--- src/rtl/t09_sound_pkg.sv ---
// t09_sound_pkg: shared state encoding, default tone/duration tables and the 10 MHz tick divisor
// for the sound sequencer.
package t09_sound_pkg;
  typedef enum logic [1:0] {IDLE, NOTE1, NOTE2, GAP} state_e;
  localparam int TICK_DIV_10MHZ = 10000;
  localparam logic [23:0] DEF_FREQ_TABLE  = {8'd149, 8'd126, 8'd89};
  localparam logic [23:0] DEF_DUR_TABLE   = {8'd20, 8'd200, 8'd50};
  localparam logic [23:0] DEF_FREQ2_TABLE = {8'd0, 8'd63, 8'd178};
endpackage

--- src/rtl/t09_tick_gen.sv ---
// t09_tick_gen: prescaler counting 0..TICK_DIV-1 with synchronous clear; tick_o pulses at terminal count.
module t09_tick_gen
  import t09_sound_pkg::*;
#(
  parameter int TICK_DIV = TICK_DIV_10MHZ
) (
  input  logic clk,
  input  logic nrst,
  input  logic clr_i,
  output logic tick_o
);
  localparam int CW = TICK_DIV > 1 ? $clog2(TICK_DIV) : 1;
  logic [CW-1:0] cnt_q, cnt_d;
  always_comb begin
    tick_o = cnt_q == CW'(TICK_DIV - 1);
    cnt_d  = (clr_i || tick_o) ? '0 : cnt_q + 1'b1;
  end
  always_ff @(posedge clk or negedge nrst)
    if (!nrst) cnt_q <= '0;
    else cnt_q <= cnt_d;
endmodule

--- src/rtl/t09_sound_sequencer.sv ---
// t09_sound_sequencer: priority-arbitrated event tone player with pending buffer and silent gaps.
// Define T09_SOUND_DUAL_TONE_EN to add a second note (FREQ2_TABLE) after each first note.
module t09_sound_sequencer
  import t09_sound_pkg::*;
#(
  parameter int NUM_EVENTS = 3,
  parameter int FREQ_W     = 8,
  parameter int DUR_W      = 8,
  parameter int TICK_DIV   = TICK_DIV_10MHZ,
  parameter int GAP_TICKS  = 5,
  parameter logic [NUM_EVENTS*FREQ_W-1:0] FREQ_TABLE = DEF_FREQ_TABLE,
  parameter logic [NUM_EVENTS*DUR_W-1:0]  DUR_TABLE  = DEF_DUR_TABLE
`ifdef T09_SOUND_DUAL_TONE_EN
  , parameter logic [NUM_EVENTS*FREQ_W-1:0] FREQ2_TABLE = DEF_FREQ2_TABLE
`endif
) (
  input  logic                          clk,
  input  logic                          nrst,
  input  logic                          en_i,
  input  logic [NUM_EVENTS-1:0]         event_i,
  output logic [FREQ_W-1:0]             freq_o,
  output logic                          busy_o,
  output logic [$clog2(NUM_EVENTS)-1:0] cur_evt_o
);
  localparam int IW = $clog2(NUM_EVENTS);
  localparam logic [DUR_W-1:0] GAP_DUR = DUR_W'(GAP_TICKS > 0 ? GAP_TICKS : 1);
  state_e state_q, state_d;
  logic [IW-1:0] cur_q, cur_d, hi, pk;
  logic [NUM_EVENTS-1:0] pend_q, pend_d, pend_n, le_mask;
  logic [DUR_W-1:0] dur_q, dur_d;
  logic [FREQ_W-1:0] freq_q, freq_d;
  logic clr, tick, note, done;
  function automatic logic [IW-1:0] msb(input logic [NUM_EVENTS-1:0] v);
    logic [IW-1:0] r;
    r = '0;
    for (int i = 0; i < NUM_EVENTS; i++) if (v[i]) r = IW'(i);
    return r;
  endfunction
  function automatic logic [NUM_EVENTS-1:0] bit_of(input logic [IW-1:0] i);
    return NUM_EVENTS'(1) << i;
  endfunction
  function automatic logic [FREQ_W-1:0] freq_of(input logic [IW-1:0] i);
    return FREQ_TABLE[int'(i)*FREQ_W +: FREQ_W];
  endfunction
`ifdef T09_SOUND_DUAL_TONE_EN
  function automatic logic [FREQ_W-1:0] freq2_of(input logic [IW-1:0] i);
    return FREQ2_TABLE[int'(i)*FREQ_W +: FREQ_W];
  endfunction
`endif
  function automatic logic [DUR_W-1:0] dur_of(input logic [IW-1:0] i);
    logic [DUR_W-1:0] d;
    d = DUR_TABLE[int'(i)*DUR_W +: DUR_W];
    return d == '0 ? DUR_W'(1) : d;
  endfunction
  t09_tick_gen #(.TICK_DIV(TICK_DIV)) u_tick (
    .clk   (clk),
    .nrst  (nrst),
    .clr_i (clr),
    .tick_o(tick)
  );
  always_comb begin
    state_d = state_q;
    cur_d   = cur_q;
    pend_d  = pend_q;
    dur_d   = dur_q;
    freq_d  = freq_q;
    clr     = 1'b0;
    hi      = msb(event_i);
    for (int i = 0; i < NUM_EVENTS; i++) le_mask[i] = i <= int'(cur_q);
    note    = state_q == NOTE1 || state_q == NOTE2;
    done    = tick && dur_q <= DUR_W'(1);
    // a held level of the playing event must not queue a replay of itself
    pend_n  = pend_q | (event_i & le_mask & ~({NUM_EVENTS{note}} & bit_of(cur_q)));
    pk      = msb(pend_n);
    if (!en_i) begin
      state_d = IDLE;
      freq_d  = '0;
      pend_d  = '0;
      dur_d   = '0;
      clr     = 1'b1;
    end else if (state_q == IDLE ? |event_i : |(event_i & ~le_mask)) begin
      state_d = NOTE1;
      cur_d   = hi;
      freq_d  = freq_of(hi);
      dur_d   = dur_of(hi);
      pend_d  = pend_q | (event_i & ~bit_of(hi));
      clr     = 1'b1;
    end else if (state_q != IDLE) begin
      pend_d = pend_n;
      if (tick) dur_d = dur_q - 1'b1;
      if (done) begin
        clr = 1'b1;
        if (state_q == GAP) begin
          state_d = NOTE1;
          freq_d  = freq_of(cur_q);
          dur_d   = dur_of(cur_q);
        end
`ifdef T09_SOUND_DUAL_TONE_EN
        else if (state_q == NOTE1 && freq2_of(cur_q) != '0) begin
          state_d = NOTE2;
          freq_d  = freq2_of(cur_q);
          dur_d   = dur_of(cur_q);
        end
`endif
        else if (|pend_n) begin
          state_d = GAP;
          cur_d   = pk;
          freq_d  = '0;
          dur_d   = GAP_DUR;
          pend_d  = pend_n & ~bit_of(pk);
        end else begin
          state_d = IDLE;
          freq_d  = '0;
        end
      end
    end
  end
  always_ff @(posedge clk or negedge nrst)
    if (!nrst) begin
      state_q <= IDLE;
      cur_q   <= '0;
      pend_q  <= '0;
      dur_q   <= '0;
      freq_q  <= '0;
    end else begin
      state_q <= state_d;
      cur_q   <= cur_d;
      pend_q  <= pend_d;
      dur_q   <= dur_d;
      freq_q  <= freq_d;
    end
  assign freq_o    = freq_q;
  assign busy_o    = state_q != IDLE;
  assign cur_evt_o = cur_q;
endmodule

--- config.mk ---
export PLATFORM = sky130hd
export DESIGN_NAME = t09_sound_sequencer
export DESIGN_NICKNAME = d
export VERILOG_FILES = /design/src/rtl/t09_sound_pkg.sv /design/src/rtl/t09_tick_gen.sv /design/src/rtl/t09_sound_sequencer.sv
export SDC_FILE = /design/constraint.sdc
export NUM_CORES = 1
export LEC_CHECK = 0
export CAP_MARGIN = 20
export CORE_MARGIN = 5
export CORE_UTILIZATION = 35
export DETAILED_ROUTE_END_ITERATION = 10
export PLACE_DENSITY_LB_ADDON = 0.08
export SLEW_MARGIN = 0
export SYNTH_ARGS = -nofsm -noshare
export SYNTH_HDL_FRONTEND = slang
export SYNTH_HIERARCHICAL = 1
export SYNTH_SLANG_ARGS = --single-unit
--- constraint.sdc ---
create_clock -name clk -period 3.3 [get_ports clk]
set_clock_uncertainty 0.2 [all_clocks]
set_input_delay 0.495 -clock clk [delete_from_list [all_inputs] [get_ports clk]]
set_output_delay 0.495 -clock clk [all_outputs]
set_load 0.01 [all_outputs]
# Word level (Yosys, flattened, before mapping)
# Cells that the tools add are included.
dict set report word_totals {
  input_bits 6
  ff_bits 37
  elab_cells 93
  out_inout_bits 11
}
dict set report op_classes {
  mux 41
  n_addsub 2
  n_lt_le_gt_ge 3
  n_reduce_logical 15
  n_eq_ne 7
  shifts 7
  bitwise 12
}
# op count
set op_table {}
lappend op_table {{8-bit two-way mux} 14}
lappend op_table {{24-bit by 6-bit indexed part select with 8-bit output (first input constant)} 4}
lappend op_table {{2-bit two-way mux} 13}
lappend op_table {{3-bit bitwise AND} 6}
lappend op_table {{3-bit two-way mux} 6}
lappend op_table {{8-bit zero test} 2}
lappend op_table {{14-bit by 1-bit adder with 14-bit output (second input constant)} 1}
lappend op_table {{14-bit equality test (second input constant)} 1}
lappend op_table {{14-bit two-way mux} 1}
lappend op_table {{3-bit NOT} 4}
lappend op_table {{3-bit OR reduction} 3}
lappend op_table {{1-bit by 2-bit << shifter with 3-bit output (first input constant)} 3}
lappend op_table {{8-bit by 1-bit <= comparator with 1-bit output (second input constant)} 1}
lappend op_table {{2-bit nonzero test} 4}
lappend op_table {{8-bit by 1-bit subtractor with 8-bit output (second input constant)} 1}
lappend op_table {{1-bit two-way mux} 7}
lappend op_table {{3-bit by 1-bit inequality test with 1-bit output (second input constant)} 2}
lappend op_table {{3-bit bitwise OR} 2}
lappend op_table {{5-bit AND reduction} 1}
lappend op_table {{2-bit equality test (second input constant)} 2}
lappend op_table {{2-bit by 1-bit equality test with 1-bit output (second input constant)} 1}
lappend op_table {{1-bit by 2-bit <= comparator with 1-bit output (first input constant)} 1}
lappend op_table {{2-bit <= comparator (first input constant)} 1}
lappend op_table {{2-bit zero test} 1}
lappend op_table {{4 further kinds} 5}

# Logic depth before layout (Yosys ltp)
dict set report depth {
  depth_word 17
  ltp_mapped 11
  ltp_nobuf 8
}

# Cells and area by module
# The synthesis kept the hierarchy.
# mod seq_area_each_um2 area_each_um2 cells_each instances
set modules_own_cells {}
lappend modules_own_cells {t09_sound_sequencer 525.5 1695.4 182 1}
lappend modules_own_cells {t09_tick_gen 350.3 721.9 70 1}

# Least setup slack after synthesis
# No wires, ideal clock.
dict set report synth_path {
  kind {flip-flop to flip-flop}
  start {register u_tick.cnt_q[4]}
  end {register dur_q[6]}
  synth_period_minus_slack_ns 2.759
  arrival_ns 2.433
  setup_slack_ns 0.541
  t_required_ns 2.974
  stages_incl_launch_ff 9
  setup_ns 0.126
  path_cell_list {dfrtp_1 -> or4_1 -> nor4_2 -> buf_2 -> nor3b_2 -> nand3_2 -> a41oi_4 -> a21oi_2 -> a221o_1}
}
dict set report synth_via {
  elab_chain_cells 8
}
# item line
set synth_lines {}
lappend synth_lines {{from (decl)} t09_tick_gen.sv:13} ;# logic [CW-1:0] cnt_q, cnt_d;
lappend synth_lines {{from (signal assigned)} t09_tick_gen.sv:20} ;# else cnt_q <= cnt_d;
lappend synth_lines {{14-bit equality test (*)} t09_tick_gen.sv:15} ;# tick_o = cnt_q == CW'(TICK_DIV - 1);
lappend synth_lines {{named net tick} t09_sound_sequencer.sv:32} ;# logic clr, tick, note, done;
lappend synth_lines {{8-bit two-way mux} t09_sound_sequencer.sv:90} ;# if (tick) dur_d = dur_q - 1'b1;
lappend synth_lines {{8-bit two-way mux} t09_sound_sequencer.sv:105} ;# else if (|pend_n) begin
lappend synth_lines {{8-bit two-way mux} t09_sound_sequencer.sv:93} ;# if (state_q == GAP) begin
lappend synth_lines {{8-bit two-way mux (*)} t09_sound_sequencer.sv:91} ;# if (done) begin
lappend synth_lines {{8-bit two-way mux (*)} t09_sound_sequencer.sv:88} ;# end else if (state_q != IDLE) begin
lappend synth_lines {{8-bit two-way mux (*)} t09_sound_sequencer.sv:81} ;# end else if (state_q == IDLE ? |event_i : |(event_i & ~le_mask)) begin
lappend synth_lines {{8-bit two-way mux (*)} t09_sound_sequencer.sv:75} ;# if (!en_i) begin
lappend synth_lines {{to (signal assigned)} t09_sound_sequencer.sv:129} ;# dur_q <= dur_d;
lappend synth_lines {{to (decl)} t09_sound_sequencer.sv:30} ;# logic [DUR_W-1:0] dur_q, dur_d;
# Mark *: on every way through the listed nets, which the timed path passes. The rest lies on a longest branch. The select of a mux whose other input is x is not followed.
# A chain may end at the register's enable or synchronous reset.

# Worst setup path after layout
# Ends and elaborated chain as after synthesis.

==> impl_metrics.csv <==
group,metric,value,unit
yosys,ys.warnings.count,6,
clock_tree,cts.sinks,35,
global_route,grt_busiest_layer,"met2",
place,hpwl,4360,µm
finish,stdcell_count,350,
status,status,"finished, final reports clean",
clock_tree,ctsHoldBuffers,0,
clock_tree,cts_buffers,5,
critical_path,crit_required,3.27,ns
drt,viasPerCell,5.57,
drt,dr.pass1.iters,4,
yosys,ys_ff_latch,35,
timing,tightest_slew,0.828,ns
power,ir_worst_vdd,0.000261,V
drt,totalWireLength,6060,µm
place,gp_congestion,0.803,
global_route,grt_pass1_vias,1947,
power,power.leakage,1.12,nW
power,power-per-cell-area,596,mW/mm²
finish,drive_gt1_share,15.9,%
clock_tree,tritoncts,"yes",
timing,min_period_over_period,90.1,%
critical_path,end_kind,"register",
global_route,grt_pass1_wl,10300,µm
critical_path,cp-startpoint,"u_tick/cnt_q[4]",
global_route,met1_usage,22.3,%
global_route,grt_usage,15.2,%
yosys,yosysUniqueCellTypes,64,
floorplanning,core-area,0.00676,mm²
finish,syn_to_final_growth,13.3,%
global_route,antenna_found_initial,0,
yosys,ys_seq_area_share,36.2,%
critical_path,critPathSlowestCell,"or4_1",
clock_tree,clkTransAtPathRegs,0.08,ns
clock_tree,cts_resized,0,
clock_tree,htreeDepth,2,
clock_tree,clock-root-buffer,"clkbuf_8",
timing,hold_violations,0,
critical_path,slowest_delay,0.54,ns
global_route,grt_max_degree,36,
global_route,use_met2,22.4,%
finish,diodes,0,
yosys,synthCells,252,
clock_tree,clockBufferDepth,2,
drt,drc_errors,0,
min_path,min_path_type,"in2async",
critical_path,start_kind,"register",
place,dp_cells,342,
global_route,gr-total-overflow,0,
yosys,syn_area,0.00242,mm²
yosys,syn_area_per_cell,9.59,µm²
timing,rsz0062_at_grt,"no",
drt,num_vias,1950,
flow_run,cap_violations,0,
yosys,syn_nets,271,
floorplanning,row_count,30,
floorplanning,die_y,93.1,µm
timing,relSlewSlack,44.8,%
critical_path,crit_family,"simple AND/OR/NAND/NOR gates",
critical_path,worstPathCellList,"or4_1 -> nor4_2 -> nor3b_2 -> nand3_2 -> a41oi_4 -> a21oi_2 -> a221o_1",
floorplanning,num_io_pins,17,
finish,final_nets,288,
critical_path,crit_fanout,6,
timing,period_minus_slack,2.97,ns
drt,antenna_left,0,
critical_path,path_class,"reg2reg",
timing,setup_tns,0,ns
yosys,synthArstFlopShare,100,%
timing,drv_slew,0,
yosys,synth_edf_count,0,
drt,wire_per_inst,17.3,µm
critical_path,r2r_start,"u_tick/cnt_q[4]",
place,port_buffers,16,
yosys,ys.flop_type,"dfrtp_1",
finish,utilization,40.5,%
critical_path,path_buf_inv,0,
floorplanning,start_util,35.8,%
clock_tree,postCtsSetupBuffers,0,
floorplanning,dieArea,0.00867,mm²
floorplanning,chipWidth,93.1,µm
global_route,grt_use_met3,3.06,%
timing,fmax,0.336,GHz
clock_tree,clk_latency,0.29,ns
drt,drt_iter0_drc,103,
critical_path,cp.arrival,2.94,ns
timing,setup_viol,0,
==> registers in the layout (all words and copies together) (netlist names) <==
register and count:
dur_q 8, u_tick/cnt_q 14, freq_o 6, cur_evt_o 2, state_q 2, pend_q 3
==> metal layers <==
layer  wire length [µm]  vias up
met1               3100      948
met3                206        7
met5                  0        -
met4                 78        0
met2               2670       42
li1                   -      953
==> cell usage after synthesis (all sizes together) (7+ instances only) <==
| library cell | number | share of area, % |
|---|---|---|
| a21oi | 14 | 3.2 |
| buf | 11 | 4.1 |
| dfrtp | 35 | 36 |
| ha | 13 | 6.7 |
| inv | 13 | 2.0 |
| nand2 | 17 | 3.0 |
| nand3 | 10 | 2.3 |
| nand4 | 7 | 1.8 |
| nor2 | 23 | 4.0 |
| o21ai | 19 | 4.6 |
| xnor2 | 9 | 3.3 |
==> final timing paths <==
kind / endpoint / slack (ns) / cells after the start
worst min register to register: u_tick/cnt_q[0] / 0.32 / 1
worst max register to register: dur_q[6] / 0.33 / 7
worst min-delay path: pend_q[0] / 0.1 / 1
min in group clk: u_tick/cnt_q[0] / 0.32 / 1
max in group asynchronous: u_tick/cnt_q[11] / 2.27 / 1
worst max-delay path: dur_q[6] / 0.33 / 7
==> cells by family after synthesis <==
logic type	count (synthesis)	share of synthesized area (%)
and+or+nand+nor	89	22.1
buffers and inverters	28	6.73
AOI/OAI and AO/OA	71	22.2
muxes	2	0.932
xor gates and xnor gates	14	5.07
DFF	35	36.2
adders and majority gates	13	6.73
==> per-stage QoR <==
step,total power [mW],cell area (µm²),worst slack [ns],hold slack [ns]
after detailed placement,1.24,2630,0.340,0.315
final,1.63,2740,0.328,0.0963
after global routing,1.74,2740,0.151,0.178
after floorplan,1.04,2420,0.541,-0.000591
after global placement,1.25,2630,0.377,0.315
after CTS,1.65,2740,0.350,0.138
==> cell type report <==
cell class	count	area [µm²]
tap	80	100
clock buffer	5	68.8
inverter	13	48.8
timing repair buffer	25	223
clock inverter	3	43.8
fill	691	4020
sequential	35	876
multi-input combinational	189	1380
==> placed cells by master, fill, tap and decap left out, types with 3 or more instances in the layout <==
master            n
a21oi_1          12
a221o_1           3
a31oi_1           4
buf_4             9
clkbuf_8          5
clkdlybuf4s50_1  15
dfrtp_1          35
ha_1             13
inv_1            13
nand2_1          16
nand3_1           9
nand4_1           7
nor2_1           19
nor2_2            4
nor3_1            4
o211a_1           4
o211ai_1          5
o21ai_0          13
o21ai_1           4
or2_2             3
xnor2_1           9
xor2_1            5
==> report_power, final <==
| group | switching (mW) | internal, mW | total, mW |
|---|---|---|---|
| Sequential | 0.0936 | 0.494 | 0.587 |
| Combinational | 0.364 | 0.283 | 0.647 |
| Clock | 0.172 | 0.225 | 0.397 |
(Power assumes the default switching activity.)
